**config.mk**
```make
export PLATFORM = sky130hd
export DESIGN_NAME = stopwatch_ctrl
export DESIGN_NICKNAME = d
export VERILOG_FILES = /design/src/rtl/stopwatch_pkg.sv /design/src/rtl/stopwatch_tick_gen.sv /design/src/rtl/stopwatch_ctrl.sv
export SDC_FILE = /design/constraint.sdc
export NUM_CORES = 1
export LEC_CHECK = 0
export ABC_CLOCK_PERIOD_IN_PS = 3000
export BUFFER_PORTS_ARGS = -buffer_cell sky130_fd_sc_hd__clkbuf_2
export CAP_MARGIN = 20
export CORE_MARGIN = 4
export CORE_UTILIZATION = 30
export DETAILED_ROUTE_END_ITERATION = 7
export GPL_ROUTABILITY_DRIVEN = 0
export PLACE_DENSITY = 0.51
export SYNTH_ARGS = -nofsm -noshare
export SYNTH_HDL_FRONTEND = slang
export SYNTH_HIERARCHICAL = 1
export SYNTH_SLANG_ARGS = --single-unit
```
**constraint.sdc**
```tcl
create_clock -name clk -period 3 [get_ports clk]
set_input_delay 0.6 -clock clk [delete_from_list [all_inputs] [get_ports clk]]
set_output_delay 0.6 -clock clk [all_outputs]
set_load 0.1 [all_outputs]
```
**src/rtl/stopwatch_pkg.sv**
```systemverilog
// Stopwatch shared types and limits.
// Used by stopwatch_ctrl and stopwatch_tick_gen.
package stopwatch_pkg;

  typedef enum logic [1:0] {
    STOP  = 2'd0,
    RUN   = 2'd1,
    CLEAR = 2'd2
  } state_e;

  localparam logic [1:0] ST_STOP  = 2'd0;
  localparam logic [1:0] ST_RUN   = 2'd1;
  localparam logic [1:0] ST_CLEAR = 2'd2;

  localparam int MSEC_W = 7;
  localparam int SEC_W  = 6;
  localparam int MIN_W  = 6;
  localparam int HOUR_W = 5;

  localparam logic [MSEC_W-1:0] MSEC_MAX = 7'd99;
  localparam logic [SEC_W-1:0]  SEC_MAX  = 6'd59;
  localparam logic [MIN_W-1:0]  MIN_MAX  = 6'd59;
  localparam logic [HOUR_W-1:0] HOUR_MAX = 5'd23;

endpackage

```
**src/rtl/stopwatch_tick_gen.sv**
```systemverilog
// Clock divider producing a 1-cycle tick every DIV enabled cycles.
// Count is held while disabled; clr zeroes it synchronously.
module stopwatch_tick_gen
  import stopwatch_pkg::*;
#(
  parameter int DIV = 10
) (
  input  logic clk,
  input  logic rst,
  input  logic en,
  input  logic clr,
  output logic tick
);

  localparam int W = (DIV > 2) ? $clog2(DIV) : 1;
  localparam logic [W-1:0] LAST = W'(DIV - 1);

  logic [W-1:0] cnt_q;

  assign tick = en && (cnt_q == LAST);

  // Advance while enabled, wrap on the tick cycle.
  always_ff @(posedge clk) begin
    if (rst || clr) begin
      cnt_q <= '0;
    end else if (en) begin
      cnt_q <= tick ? '0 : cnt_q + 1'b1;
    end
  end

endmodule

```
**src/rtl/stopwatch_ctrl.sv**
```systemverilog
// Stopwatch FSM (STOP/RUN/CLEAR) and h:m:s.cs counter cascade.
// Optional lap hold enabled by defining STOPWATCH_LAP_HOLD_EN.
module stopwatch_ctrl
  import stopwatch_pkg::*;
#(
  parameter int CLK_FREQ_HZ = 100_000_000,
  parameter int TICK_HZ     = 100
) (
  input  logic              clk,
  input  logic              rst,
  input  logic              i_btn_run_stop,
  input  logic              i_btn_clear,
  input  logic              i_btn_lap,
  output logic [MSEC_W-1:0] o_msec,
  output logic [SEC_W-1:0]  o_sec,
  output logic [MIN_W-1:0]  o_min,
  output logic [HOUR_W-1:0] o_hour,
  output logic              o_running,
  output logic              o_lap_hold
);

  localparam int DIV = CLK_FREQ_HZ / TICK_HZ;

  logic [1:0] state_q;
  logic [1:0] state_d;
  logic       running_q;
  logic       clr_go;
  logic       tick;

  logic [MSEC_W-1:0] msec_q;
  logic [SEC_W-1:0]  sec_q;
  logic [MIN_W-1:0]  min_q;
  logic [HOUR_W-1:0] hour_q;

  logic msec_wrap;
  logic sec_wrap;
  logic min_wrap;
  logic hour_wrap;

  // Clear wins over run/stop when both arrive in STOP.
  assign clr_go = (state_q == ST_STOP) && i_btn_clear;

  // Next-state decode.
  always_comb begin
    state_d = state_q;
    unique case (1'b1)
      (state_q == ST_STOP): begin
        if (i_btn_clear) begin
          state_d = ST_CLEAR;
        end else if (i_btn_run_stop) begin
          state_d = ST_RUN;
        end
      end
      (state_q == ST_RUN): begin
        if (i_btn_run_stop) begin
          state_d = ST_STOP;
        end
      end
      (state_q == ST_CLEAR): state_d = ST_STOP;
      default:               state_d = ST_STOP;
    endcase
  end

  // State and registered running flag.
  always_ff @(posedge clk) begin
    if (rst) begin
      state_q   <= ST_STOP;
      running_q <= 1'b0;
    end else begin
      state_q   <= state_d;
      running_q <= (state_d == ST_RUN);
    end
  end

  stopwatch_tick_gen #(
    .DIV (DIV)
  ) u_tick (
    .clk  (clk),
    .rst  (rst),
    .en   (state_q == ST_RUN),
    .clr  (clr_go),
    .tick (tick)
  );

  assign msec_wrap = (msec_q == MSEC_MAX);
  assign sec_wrap  = (sec_q == SEC_MAX);
  assign min_wrap  = (min_q == MIN_MAX);
  assign hour_wrap = (hour_q == HOUR_MAX);

  // Time cascade, stepped once per tick.
  always_ff @(posedge clk) begin
    if (rst || clr_go) begin
      msec_q <= '0;
      sec_q  <= '0;
      min_q  <= '0;
      hour_q <= '0;
    end else if (tick) begin
      msec_q <= msec_wrap ? '0 : msec_q + 1'b1;
      if (msec_wrap) begin
        sec_q <= sec_wrap ? '0 : sec_q + 1'b1;
        if (sec_wrap) begin
          min_q <= min_wrap ? '0 : min_q + 1'b1;
          if (min_wrap) begin
            hour_q <= hour_wrap ? '0 : hour_q + 1'b1;
          end
        end
      end
    end
  end

  assign o_running = running_q;

`ifdef STOPWATCH_LAP_HOLD_EN
  logic              hold_q;
  logic              lap_go;
  logic [MSEC_W-1:0] snap_msec;
  logic [SEC_W-1:0]  snap_sec;
  logic [MIN_W-1:0]  snap_min;
  logic [HOUR_W-1:0] snap_hour;

  assign lap_go = (state_q == ST_RUN) && i_btn_lap;

  // Lap toggle; snapshot captured when the hold engages.
  always_ff @(posedge clk) begin
    if (rst || clr_go) begin
      hold_q    <= 1'b0;
      snap_msec <= '0;
      snap_sec  <= '0;
      snap_min  <= '0;
      snap_hour <= '0;
    end else if (lap_go) begin
      hold_q <= ~hold_q;
      if (!hold_q) begin
        snap_msec <= msec_q;
        snap_sec  <= sec_q;
        snap_min  <= min_q;
        snap_hour <= hour_q;
      end
    end
  end

  assign o_lap_hold = hold_q;
  assign o_msec     = hold_q ? snap_msec : msec_q;
  assign o_sec      = hold_q ? snap_sec  : sec_q;
  assign o_min      = hold_q ? snap_min  : min_q;
  assign o_hour     = hold_q ? snap_hour : hour_q;
`else
  logic unused_lap;
  assign unused_lap = i_btn_lap;
  assign o_lap_hold = 1'b0;
  assign o_msec     = msec_q;
  assign o_sec      = sec_q;
  assign o_min      = min_q;
  assign o_hour     = hour_q;
`endif

endmodule

```
==> After elaboration in Yosys (flattened, before gate mapping) <==
Index checks and enable logic that the tools add are counted.
{ "totals": {"in_bits": 5, "reg_bits": 47, "wordCells": 35, "output_inout_bits": 26} }
{ "op_classes": {"eq_ne": 7, "add_sub_neg": 5, "mux": 9, "n_reduce_logical": 7} }
{ "op_table": {"columns": ["op", "n"], "rows": [
  ["$add 20x1->20 const B", 1],
  ["$eq 20x20->1 const B", 1],
  ["$mux 20", 1],
  ["$add 6x1->6 const B", 2],
  ["$eq 6x6->1 const B", 2],
  ["$mux 6", 2],
  ["$add 7x1->7 const B", 1],
  ["$eq 7x7->1 const B", 1],
  ["$mux 7", 1],
  ["$mux 2", 3],
  ["$add 5x1->5 const B", 1],
  ["$eq 5x5->1 const B", 1],
  ["$mux 5", 1],
  ["$eq 2x1->1 const B", 2],
  ["$pmux 2 s2", 1],
  ["$reduce_and 4->1", 1],
  ["$reduce_and 3->1", 1],
  ["$logic_and 1x1->1", 2],
  ["$logic_not 2->1", 1],
  ["$reduce_and 2->1", 1],
  ["$logic_or 1x1->1", 1]
]} }

==> Logic depth before layout (Yosys ltp) <==
Gate-level depths: netlist (run 1).
{ "logic_depth": {"depth_word": 4, "ltp_mapped": 11, "ltp_nobuf": 8} }

==> By module <==
Netlist (run 1), hierarchy kept.
{ "modules_own_cells": {"columns": ["module", "seq_area_each_um2", "n_inst", "area_each_um2", "cells_per_inst"], "rows": [
  ["stopwatch_ctrl", 540.5, 1, 1232.4, 140],
  ["stopwatch_tick_gen", 400.4, 1, 1001.0, 110]
]} }

==> Least setup slack after synthesis (run 1) <==
No wires, ideal clock.
{ "synth_path": {"path_kind": "register to register", "from": "register u_tick.cnt_q[16]", "to": "register hour_q[3], in the netlist o_hour[3]", "setup_slack_ns": 0.332, "arrival_ns": 2.597, "period_less_slack_ns": 2.668, "setup_ns": 0.071, "required_time_ns": 2.929, "n_path_buf": 1, "stages_incl_launch_ff": 10, "path_cell_list": "dfxtp_1 nand3_1 or4b_1 nor4_1 buf_2 nand4_1 nor4_4 nand3_4 or4_1 a21oi_1"} }
{ "synth_via": {"elab_chain_len": 3} }
{ "synth_lines": {"columns": ["item", "line", "text"], "rows": [
  ["start, declared", "stopwatch_tick_gen.sv:18", "logic [W-1:0] cnt_q;"],
  ["start signal, assigned", "stopwatch_tick_gen.sv:27", "cnt_q <= tick ? '0 : cnt_q + 1'b1;"],
  ["$eq 20x20->1", "stopwatch_tick_gen.sv:20", "assign tick = en && (cnt_q == LAST);"],
  ["$logic_and 1x1->1", "stopwatch_tick_gen.sv:20", null],
  ["named net tick", "stopwatch_ctrl.sv:28", "logic tick;"],
  ["$reduce_and 4->1 (no line)", null, null],
  ["end signal, assigned", "stopwatch_ctrl.sv:104", "hour_q <= hour_wrap ? '0 : hour_q + 1'b1;"],
  ["end, declared", "stopwatch_ctrl.sv:33", "logic [HOUR_W-1:0] hour_q;"]
]} }
The timed path passes the listed nets, and every way through them passes these cells.
A chain may end at the register's enable or synchronous reset.

==> Final worst setup path (run 1) <==
{ "layout_path": {"from": "register u_tick.cnt_q[17]", "to": "register hour_q[3], in the netlist o_hour[3]"} }
The elaborated chain is that of the path after synthesis.

==> run_summary.xml, run 1 <==
<?xml version="1.0" encoding="UTF-8"?>
<metrics>
  <group name="clock_network">
    <metric name="number_of_cts_inserted_buffers" unit="">5</metric>
    <metric name="cts_sinks" unit="">47</metric>
    <metric name="worst_skew_pair.late_latency" unit="ns">0.31</metric>
    <metric name="htreeDepth" unit="">2</metric>
    <metric name="clockRootBuffer" unit="">sky130_fd_sc_hd__clkbuf_8</metric>
    <metric name="clk_transition_reported_paths" unit="ns">0.09</metric>
    <metric name="max-clock-path-buffers" unit="">2</metric>
    <metric name="cts_tree" unit="">built</metric>
  </group>
  <group name="synthesis">
    <metric name="synth_area" unit="sq um">2230</metric>
    <metric name="synth_top_family_by_area" unit="">simple AND/OR/NAND/NOR gates</metric>
    <metric name="post_synth_net_total" unit="">260</metric>
    <metric name="post_synth_xor_area_fraction" unit="%">10.2</metric>
    <metric name="post_synthesis_sequential_element_count" unit="">47</metric>
    <metric name="synth_edf_count" unit="">0</metric>
    <metric name="post_synth_inst_count" unit="">250</metric>
    <metric name="ys_seq_area_share" unit="%">42.1</metric>
    <metric name="number_of_distinct_library_cell_variants_in_the_gate_level_netlist_after_synthesis" unit="">48</metric>
    <metric name="synth_simple_gate_area_share" unit="%">31.3</metric>
    <metric name="synth_top_flop_cell" unit="">sky130_fd_sc_hd__dfxtp_1</metric>
    <metric name="ys_async_sr_fraction" unit="%">0</metric>
    <metric name="synth_fa_ha_area_share" unit="%">2.80</metric>
    <metric name="synth_compound_area_share" unit="%">9.52</metric>
    <metric name="synth.yosys.warnings" unit="">6</metric>
    <metric name="post_synth.cell_area_avg" unit="sq um">8.93</metric>
    <metric name="synth.mux.area_fraction" unit="%">0.896</metric>
  </group>
  <group name="sta">
    <metric name="shortest_period_the_worst_path_allows" unit="ns">2.74</metric>
    <metric name="hold_viol_final" unit="">0</metric>
    <metric name="post-route-period-util" unit="%">91.5</metric>
    <metric name="setup_repair_after_global_routing_missed_its_margin" unit="">false</metric>
    <metric name="fin_hold_ws" unit="ns">0.484</metric>
    <metric name="timing_worst_slew_pin_value" unit="ns">0.657</metric>
    <metric name="final.setup_skew" unit="ns">0.0105</metric>
    <metric name="setup_ws" unit="ns">0.256</metric>
    <metric name="fmax" unit="GHz">0.364</metric>
    <metric name="total_count_of_max_transition_violations_in_the_final_report" unit="">0</metric>
    <metric name="final.setup.tns" unit="ns">0</metric>
    <metric name="timing.final.setup_violations" unit="">0</metric>
    <metric name="timing.slew.headroom" unit="%">55.6</metric>
  </group>
  <group name="critical_path">
    <metric name="cpLargestDelayFamily" unit="">simple AND/OR/NAND/NOR gates</metric>
    <metric name="critical_path.n_buffers_inverters" unit="">1</metric>
    <metric name="startpoint_type_of_the_worst_setup_path" unit="">flip-flop</metric>
    <metric name="setup_cp_type" unit="">reg -&gt; reg</metric>
    <metric name="timing.critical_path.cells" unit="">nand3_2 &gt; or4b_4 &gt; nor4_4 &gt; buf_4 &gt; nand4_1 &gt; nor4_4 &gt; nand3_4 &gt; or4_1 &gt; a21oi_1</metric>
    <metric name="cp.arrival" unit="ns">2.98</metric>
    <metric name="critical_path_required" unit="ns">3.24</metric>
    <metric name="crit_path_top_delay_cell" unit="">sky130_fd_sc_hd__or4b_4</metric>
    <metric name="largest_fanout_on_the_critical_path" unit="">5</metric>
    <metric name="cell_with_the_most_instances_on_the_worst_path" unit="">sky130_fd_sc_hd__nor4_4</metric>
    <metric name="worstSetupEndpointType" unit="">flip-flop</metric>
    <metric name="cp_slowest_stage_delay" unit="ns">0.58</metric>
  </group>
  <group name="route">
    <metric name="route.met3.wl" unit="um">128</metric>
    <metric name="m1WireLength" unit="mm">2.35</metric>
    <metric name="topRoutingLayerUsed" unit="">met4</metric>
    <metric name="drt_drc_violations_left" unit="">0</metric>
    <metric name="drtPass1Iterations" unit="">4</metric>
    <metric name="dr.first_iter.drc_count" unit="">59</metric>
    <metric name="antenna_violating_nets_post_route" unit="">0</metric>
    <metric name="drt-wirelength-per-cell" unit="um">11.4</metric>
    <metric name="postRouteWirelength" unit="mm">4.43</metric>
    <metric name="wl_met2" unit="mm">1.90</metric>
    <metric name="num_vias" unit="">1822</metric>
    <metric name="routed_via_density" unit="">4.68</metric>
  </group>
  <group name="pwr">
    <metric name="cellLeakagePower" unit="nW">0.943</metric>
    <metric name="power_per_cell_area" unit="nW/um^2">430</metric>
    <metric name="worst_ir_drop_vdd" unit="mV">0.167</metric>
  </group>
  <group name="grt">
    <metric name="grt_use_total" unit="%">10.4</metric>
    <metric name="number_of_global_route_vias_before_repair" unit="">1641</metric>
    <metric name="grt_pass1_wl" unit="mm">7.52</metric>
    <metric name="grt_start_max_net_pins" unit="">19</metric>
    <metric name="grt_total_ovfl" unit="">0</metric>
    <metric name="antenna_found_initial" unit="">0</metric>
  </group>
  <group name="floorplanning">
    <metric name="fp.coreArea" unit="sq um">7250</metric>
    <metric name="die_height" unit="um">94.3</metric>
    <metric name="die-area" unit="sq um">8890</metric>
    <metric name="floorplan.initialDensity" unit="%">30.8</metric>
    <metric name="floorplan.rows" unit="">31</metric>
    <metric name="die_x" unit="um">94.3</metric>
    <metric name="ioPinCount" unit="">31</metric>
  </group>
  <group name="cells_and_area">
    <metric name="fin_util" unit="%">37.0</metric>
    <metric name="fillers" unit="">755</metric>
    <metric name="final_layout_size_suffix_gt1_share" unit="%">22.8</metric>
    <metric name="antenna_cells" unit="">0</metric>
    <metric name="final-instance-count-excl-fill" unit="">389</metric>
    <metric name="layout.nets" unit="">299</metric>
    <metric name="area_of_the_multi_input_gates" unit="sq um">1250</metric>
    <metric name="seq_area" unit="sq um">947</metric>
    <metric name="area_delta_synth_final" unit="%">20.0</metric>
  </group>
  <group name="placement">
    <metric name="place.detailed.hpwl" unit="mm">3.16</metric>
    <metric name="buffer_ports.inserted" unit="">28</metric>
    <metric name="dp_cells" unit="">375</metric>
    <metric name="detailedPlace.worstSlack" unit="ns">0.0146</metric>
  </group>
  <group name="job">
    <metric name="maxCapViolations" unit="">0</metric>
  </group>
  <group name="run_status">
    <metric name="outcome" unit="">finished clean</metric>
  </group>
  <group name="worst_hold_path">
    <metric name="hold_path.class" unit="">reg -&gt; reg</metric>
  </group>
</metrics>
==> worst paths after layout <==
kind                    startpoint                to  slack (ns)  depth (start not counted)
setup / recovery  u_tick/cnt_q[17]         o_hour[3]        0.26                          9
hold / removal    u_tick/cnt_q[19]  u_tick/cnt_q[19]        0.48                          2
setup reg to reg  u_tick/cnt_q[17]         o_hour[3]        0.26                          9
hold reg to reg   u_tick/cnt_q[19]  u_tick/cnt_q[19]        0.48                          2
==> through the flow <==
step	total power [W]	cell area (sq um)
2_1_floorplan	0.000680	2230
3_3_place_gp	0.000690	2490
3_5_place_dp	0.000690	2490
4_1_cts	0.00118	2610
5_1_grt	0.00121	2680
6_report	0.00115	2680
==> logic make-up after synthesis <==
kind of cell / count (synthesis)
adders and majority gates: 5
other: 1
AOI/OAI and AO/OA: 33
muxes: 2
buffers and inverters: 12
xor gates and xnor gates: 26
DFF: 47
and+or+nand+nor: 124
==> cell usage in the layout, fill, tap and decap left out, drive strengths merged, types with 2 or more instances in the layout <==
| cell type | instances |
|---|---|
| dfxtp | 47 |
| nor2 | 34 |
| clkbuf | 33 |
| nand2 | 25 |
| xnor2 | 15 |
| buf | 12 |
| nand3 | 12 |
| xor2 | 11 |
| a21oi | 11 |
| o21ai | 10 |
| nand4 | 9 |
| nor3 | 9 |
| or4 | 6 |
| nor4 | 6 |
| ha | 5 |
| inv | 5 |
| and3 | 4 |
| o31ai | 4 |
| or3 | 4 |
| nor2b | 3 |
| nor4b | 3 |
| mux2i | 2 |
| and4 | 2 |
| nand2b | 2 |
| a21boi | 2 |
==> synth_stat cells (4+ instances only) <==
cell                      count  area share (%)
sky130_fd_sc_hd__ha_1         5             2.8
sky130_fd_sc_hd__nor3_1       8             1.8
sky130_fd_sc_hd__xor2_1      11             4.3
sky130_fd_sc_hd__nand3_1      9             2.0
sky130_fd_sc_hd__nand2_1     25             4.2
sky130_fd_sc_hd__and3_1       4             1.1
sky130_fd_sc_hd__xnor2_1     15             5.9
sky130_fd_sc_hd__o31ai_1      4             1.3
sky130_fd_sc_hd__dfxtp_1     47              42
sky130_fd_sc_hd__a21oi_1     10             2.2
sky130_fd_sc_hd__nor2_1      34             5.7
sky130_fd_sc_hd__nor4_1       5             1.4
sky130_fd_sc_hd__or4_1        5             1.7
sky130_fd_sc_hd__inv_1        4            0.67
sky130_fd_sc_hd__nand4_1      8             2.2
sky130_fd_sc_hd__o21ai_0      9             2.0
==> layer usage <==
| metal | track usage, % | up-vias |
|---|---|---|
| li1 | - | 968 |
| met1 | 14.9 | 826 |
| met3 | 2.40 | 4 |
| met4 | 3.25 | 0 |
| met5 | 0 | - |
| met2 | 15.4 | 24 |
==> power breakdown <==
group / internal, W / switching (W)
clock: 0.000251 / 0.000226
sequential: 0.000625 / 0.00000236
combinational: 0.0000111 / 0.0000355
==> state kept, by name (all words and copies together), names as in the netlist <==
name          cells
o_hour            5
u_tick/cnt_q     20
o_sec             6
o_min             6
o_running         1
o_msec            7
state_q           2
==> repair_timing <==
action	CTS	global route
pin swaps	0	4
hold endpoints to repair	0	0
endpoints found under the setup margin	2	20
hold buffers	0	0
resized for setup	1	7
setup buffers	0	6
==> cell type report <==
type                    instances  area share, %
clock buffers                   5           2.57
clock inverters                 3           1.73
inverters                       4          0.560
multi-input cells             191           46.6
flip-flops and latches         47           35.3
well taps                      99           4.62
repair buffers                 40           8.59
==> tightest hold or removal path, cell delays in order, from the launching register on <==
cell,delay [ns]
sky130_fd_sc_hd__dfxtp_1,0.33
sky130_fd_sc_hd__o31ai_1,0.06
sky130_fd_sc_hd__a21oi_1,0.06
Note: power is estimated with default switching activity, not from simulation.
==> run 2, diff against run 1 <==
CORE_UTILIZATION = 35   (was 30)
PLACE_DENSITY = 0.57   (was 0.51)
==> run 2 against run 1 <==
Effect of this change: core utilization up 5.8 points; highest routed layer unchanged; die area down 13%; clock power down 20%; via count up 0.60%; setup slack worse by 0.078 ns; critical path depth unchanged; global-route usage up 1.5 points; flip-flop and latch count unchanged; critical path type unchanged; worst hold slack better by 0.0019 ns; final cell count down 7.2%; routed wire length down 1.3%.
==> run_summary.xml, run 2 (synthesis results as in run 1) <==
<?xml version="1.0" encoding="UTF-8"?>
<metrics>
  <group name="sta">
    <metric name="setup_repair_after_global_routing_missed_its_margin" unit="">false</metric>
    <metric name="timing_worst_slew_pin_value" unit="ns">0.710</metric>
    <metric name="final.setup_skew" unit="ns">0.00264</metric>
    <metric name="fmax" unit="GHz">0.354</metric>
    <metric name="timing.slew.headroom" unit="%">52.0</metric>
    <metric name="total_count_of_max_transition_violations_in_the_final_report" unit="">0</metric>
    <metric name="hold_viol_final" unit="">0</metric>
    <metric name="timing.final.setup_violations" unit="">0</metric>
    <metric name="post-route-period-util" unit="%">94.1</metric>
    <metric name="shortest_period_the_worst_path_allows" unit="ns">2.82</metric>
    <metric name="final.setup.tns" unit="ns">0</metric>
  </group>
  <group name="cells_and_area">
    <metric name="layout_commonest_cell" unit="">sky130_fd_sc_hd__dfxtp_1</metric>
    <metric name="final_layout_size_suffix_gt1_share" unit="%">21.3</metric>
    <metric name="final-instance-count-excl-fill" unit="">361</metric>
    <metric name="area_delta_synth_final" unit="%">16.1</metric>
    <metric name="flip_flop_count_of_the_largest_register_all_copies_and_words_added" unit="">20</metric>
    <metric name="largest_register" unit="">u_tick/cnt_q</metric>
    <metric name="most-common-layout-cells" unit="">sky130_fd_sc_hd__dfxtp_1, sky130_fd_sc_hd__nor2_1, sky130_fd_sc_hd__clkbuf_2</metric>
    <metric name="layout.nets" unit="">296</metric>
    <metric name="antenna_cells" unit="">0</metric>
  </group>
  <group name="critical_path">
    <metric name="worstSetupEndpointType" unit="">flip-flop</metric>
    <metric name="worstSetupStartpoint" unit="">u_tick/cnt_q[16]</metric>
    <metric name="timing.critical_path.cells" unit="">nand3_1 &gt; or4b_4 &gt; nor4_4 &gt; buf_4 &gt; nand4_1 &gt; nor4_4 &gt; nand3_4 &gt; or4_1 &gt; a21oi_1</metric>
    <metric name="cpLargestDelayFamily" unit="">simple AND/OR/NAND/NOR gates</metric>
    <metric name="startpoint_type_of_the_worst_setup_path" unit="">flip-flop</metric>
    <metric name="source_of_the_worst_register_to_register_timing_path" unit="">u_tick/cnt_q[16]</metric>
    <metric name="largest_fanout_on_the_critical_path" unit="">6</metric>
    <metric name="cell_with_the_most_instances_on_the_worst_path" unit="">sky130_fd_sc_hd__nor4_4</metric>
    <metric name="critical_path.n_buffers_inverters" unit="">1</metric>
    <metric name="cp_slowest_stage_delay" unit="ns">0.58</metric>
    <metric name="crit_path_top_delay_cell" unit="">sky130_fd_sc_hd__or4b_4</metric>
    <metric name="cp.arrival" unit="ns">3.05</metric>
    <metric name="setup_cp_type" unit="">reg -&gt; reg</metric>
    <metric name="critical_path_required" unit="ns">3.23</metric>
  </group>
  <group name="route">
    <metric name="antenna_violating_nets_post_route" unit="">0</metric>
    <metric name="postRouteWirelength" unit="mm">4.37</metric>
    <metric name="route.met3.wl" unit="um">162</metric>
    <metric name="routed_via_density" unit="">5.08</metric>
    <metric name="drtPass1Iterations" unit="">4</metric>
    <metric name="dr.first_iter.drc_count" unit="">46</metric>
    <metric name="wl_met2" unit="mm">1.91</metric>
    <metric name="m1WireLength" unit="mm">2.27</metric>
    <metric name="num_vias" unit="">1833</metric>
    <metric name="drt-wirelength-per-cell" unit="um">12.1</metric>
    <metric name="topRoutingLayerUsed" unit="">met4</metric>
    <metric name="drt_drc_violations_left" unit="">0</metric>
  </group>
  <group name="clock_network">
    <metric name="cts_tree" unit="">built</metric>
    <metric name="max-clock-path-buffers" unit="">2</metric>
    <metric name="cts_sinks" unit="">47</metric>
    <metric name="number_of_cts_inserted_buffers" unit="">5</metric>
    <metric name="clockRootBuffer" unit="">sky130_fd_sc_hd__clkbuf_8</metric>
    <metric name="clk_transition_reported_paths" unit="ns">0.08</metric>
    <metric name="htreeDepth" unit="">2</metric>
    <metric name="worst_skew_pair.late_latency" unit="ns">0.29</metric>
  </group>
  <group name="grt">
    <metric name="grt_pass1_wl" unit="mm">7.35</metric>
    <metric name="grt_total_ovfl" unit="">0</metric>
    <metric name="grt_use_total" unit="%">11.9</metric>
    <metric name="antenna_found_initial" unit="">0</metric>
    <metric name="grt_start_max_net_pins" unit="">19</metric>
    <metric name="number_of_global_route_vias_before_repair" unit="">1627</metric>
  </group>
  <group name="pwr">
    <metric name="cellLeakagePower" unit="nW">0.920</metric>
    <metric name="power" unit="W">0.00105</metric>
    <metric name="worst_ir_drop_vdd" unit="mV">0.233</metric>
    <metric name="power_per_cell_area" unit="nW/um^2">407</metric>
  </group>
  <group name="floorplanning">
    <metric name="die_x" unit="um">87.9</metric>
    <metric name="ioPinCount" unit="">31</metric>
    <metric name="die_height" unit="um">87.9</metric>
    <metric name="fp.coreArea" unit="sq um">6060</metric>
    <metric name="die-area" unit="sq um">7720</metric>
    <metric name="floorplan.rows" unit="">28</metric>
    <metric name="floorplan.initialDensity" unit="%">36.8</metric>
  </group>
  <group name="worst_hold_path">
    <metric name="hold_path.class" unit="">reg -&gt; reg</metric>
    <metric name="worst_hold_startpoint" unit="">u_tick/cnt_q[19]</metric>
  </group>
  <group name="placement">
    <metric name="buffer_ports.inserted" unit="">28</metric>
    <metric name="dp_cells" unit="">351</metric>
    <metric name="place.detailed.hpwl" unit="mm">3.13</metric>
  </group>
  <group name="job">
    <metric name="maxCapViolations" unit="">0</metric>
  </group>
  <group name="run_status">
    <metric name="outcome" unit="">finished clean</metric>
  </group>
</metrics>
==> run 2: changes by cell type in the layout (fill, tap and decap cells not counted), sizes merged <==
| cell | delta |
|---|---|
| clkinvlp | -1 |
| clkbuf | +1 |
| bufinv | -1 |
| buf | -3 |
| inv | -1 |
| clkinv | +1 |
==> run 2: cell type report <==
cell class,instances,area (sq um)
fillers,644,3470
multi-input cells,191,1240
flip-flops and latches,47,945
repair buffers,37,208
well taps,75,93.8
clock buffers,6,82.6
inverters,4,15.0
clock inverters,1,5.00
==> run 2: layer usage <==
layer / global-route usage [%] / vias up
met4: 2.93 / 0
met3: 4.23 / 2
met2: 17.7 / 28
li1: - / 956
met1: 16.5 / 847
met5: 0 / -
==> run 2: final timing paths <==
path | end | slack (ns) | cells after the start
worst max-delay path | o_hour[3] | 0.18 | 9
worst min-delay path | u_tick/cnt_q[19] | 0.49 | 2
worst max register to register | o_hour[3] | 0.18 | 9
worst min register to register | u_tick/cnt_q[19] | 0.49 | 2
==> run 2: tightest hold or removal path, cell delays in order (launching register included) <==
cell and delay, ns:
sky130_fd_sc_hd__dfxtp_1 0.33, sky130_fd_sc_hd__o31ai_1 0.06, sky130_fd_sc_hd__a21oi_1 0.05
==> run 2: power by group <==
| part | internal (W) | total [W] | switching [W] |
|---|---|---|---|
| clock network | 0.000181 | 0.000381 | 0.000200 |
| logic | 0.0000111 | 0.0000459 | 0.0000348 |
| registers | 0.000626 | 0.000628 | 0.00000242 |
==> run 2: through the flow <==
stage          worst slack (ns)  hold slack (ns)  instance area, sq um  utilization (%)
2_1_floorplan             0.332            0.445                  2230                -
3_3_place_gp              0.114            0.466                  2460             40.6
3_5_place_dp             0.0904            0.472                  2460             40.6
4_1_cts                  0.0475            0.490                  2550             42.0
5_1_grt                 0.00435            0.513                  2590             42.8
6_report                  0.178            0.486                  2590             42.8
==> run 2: timing repair <==
item,4_1_cts,5_1_grt
setup endpoints to repair,0,12
gates resized for setup,0,6
endpoints found under the hold margin,0,0
hold buffers,0,0
buffers inserted,0,3
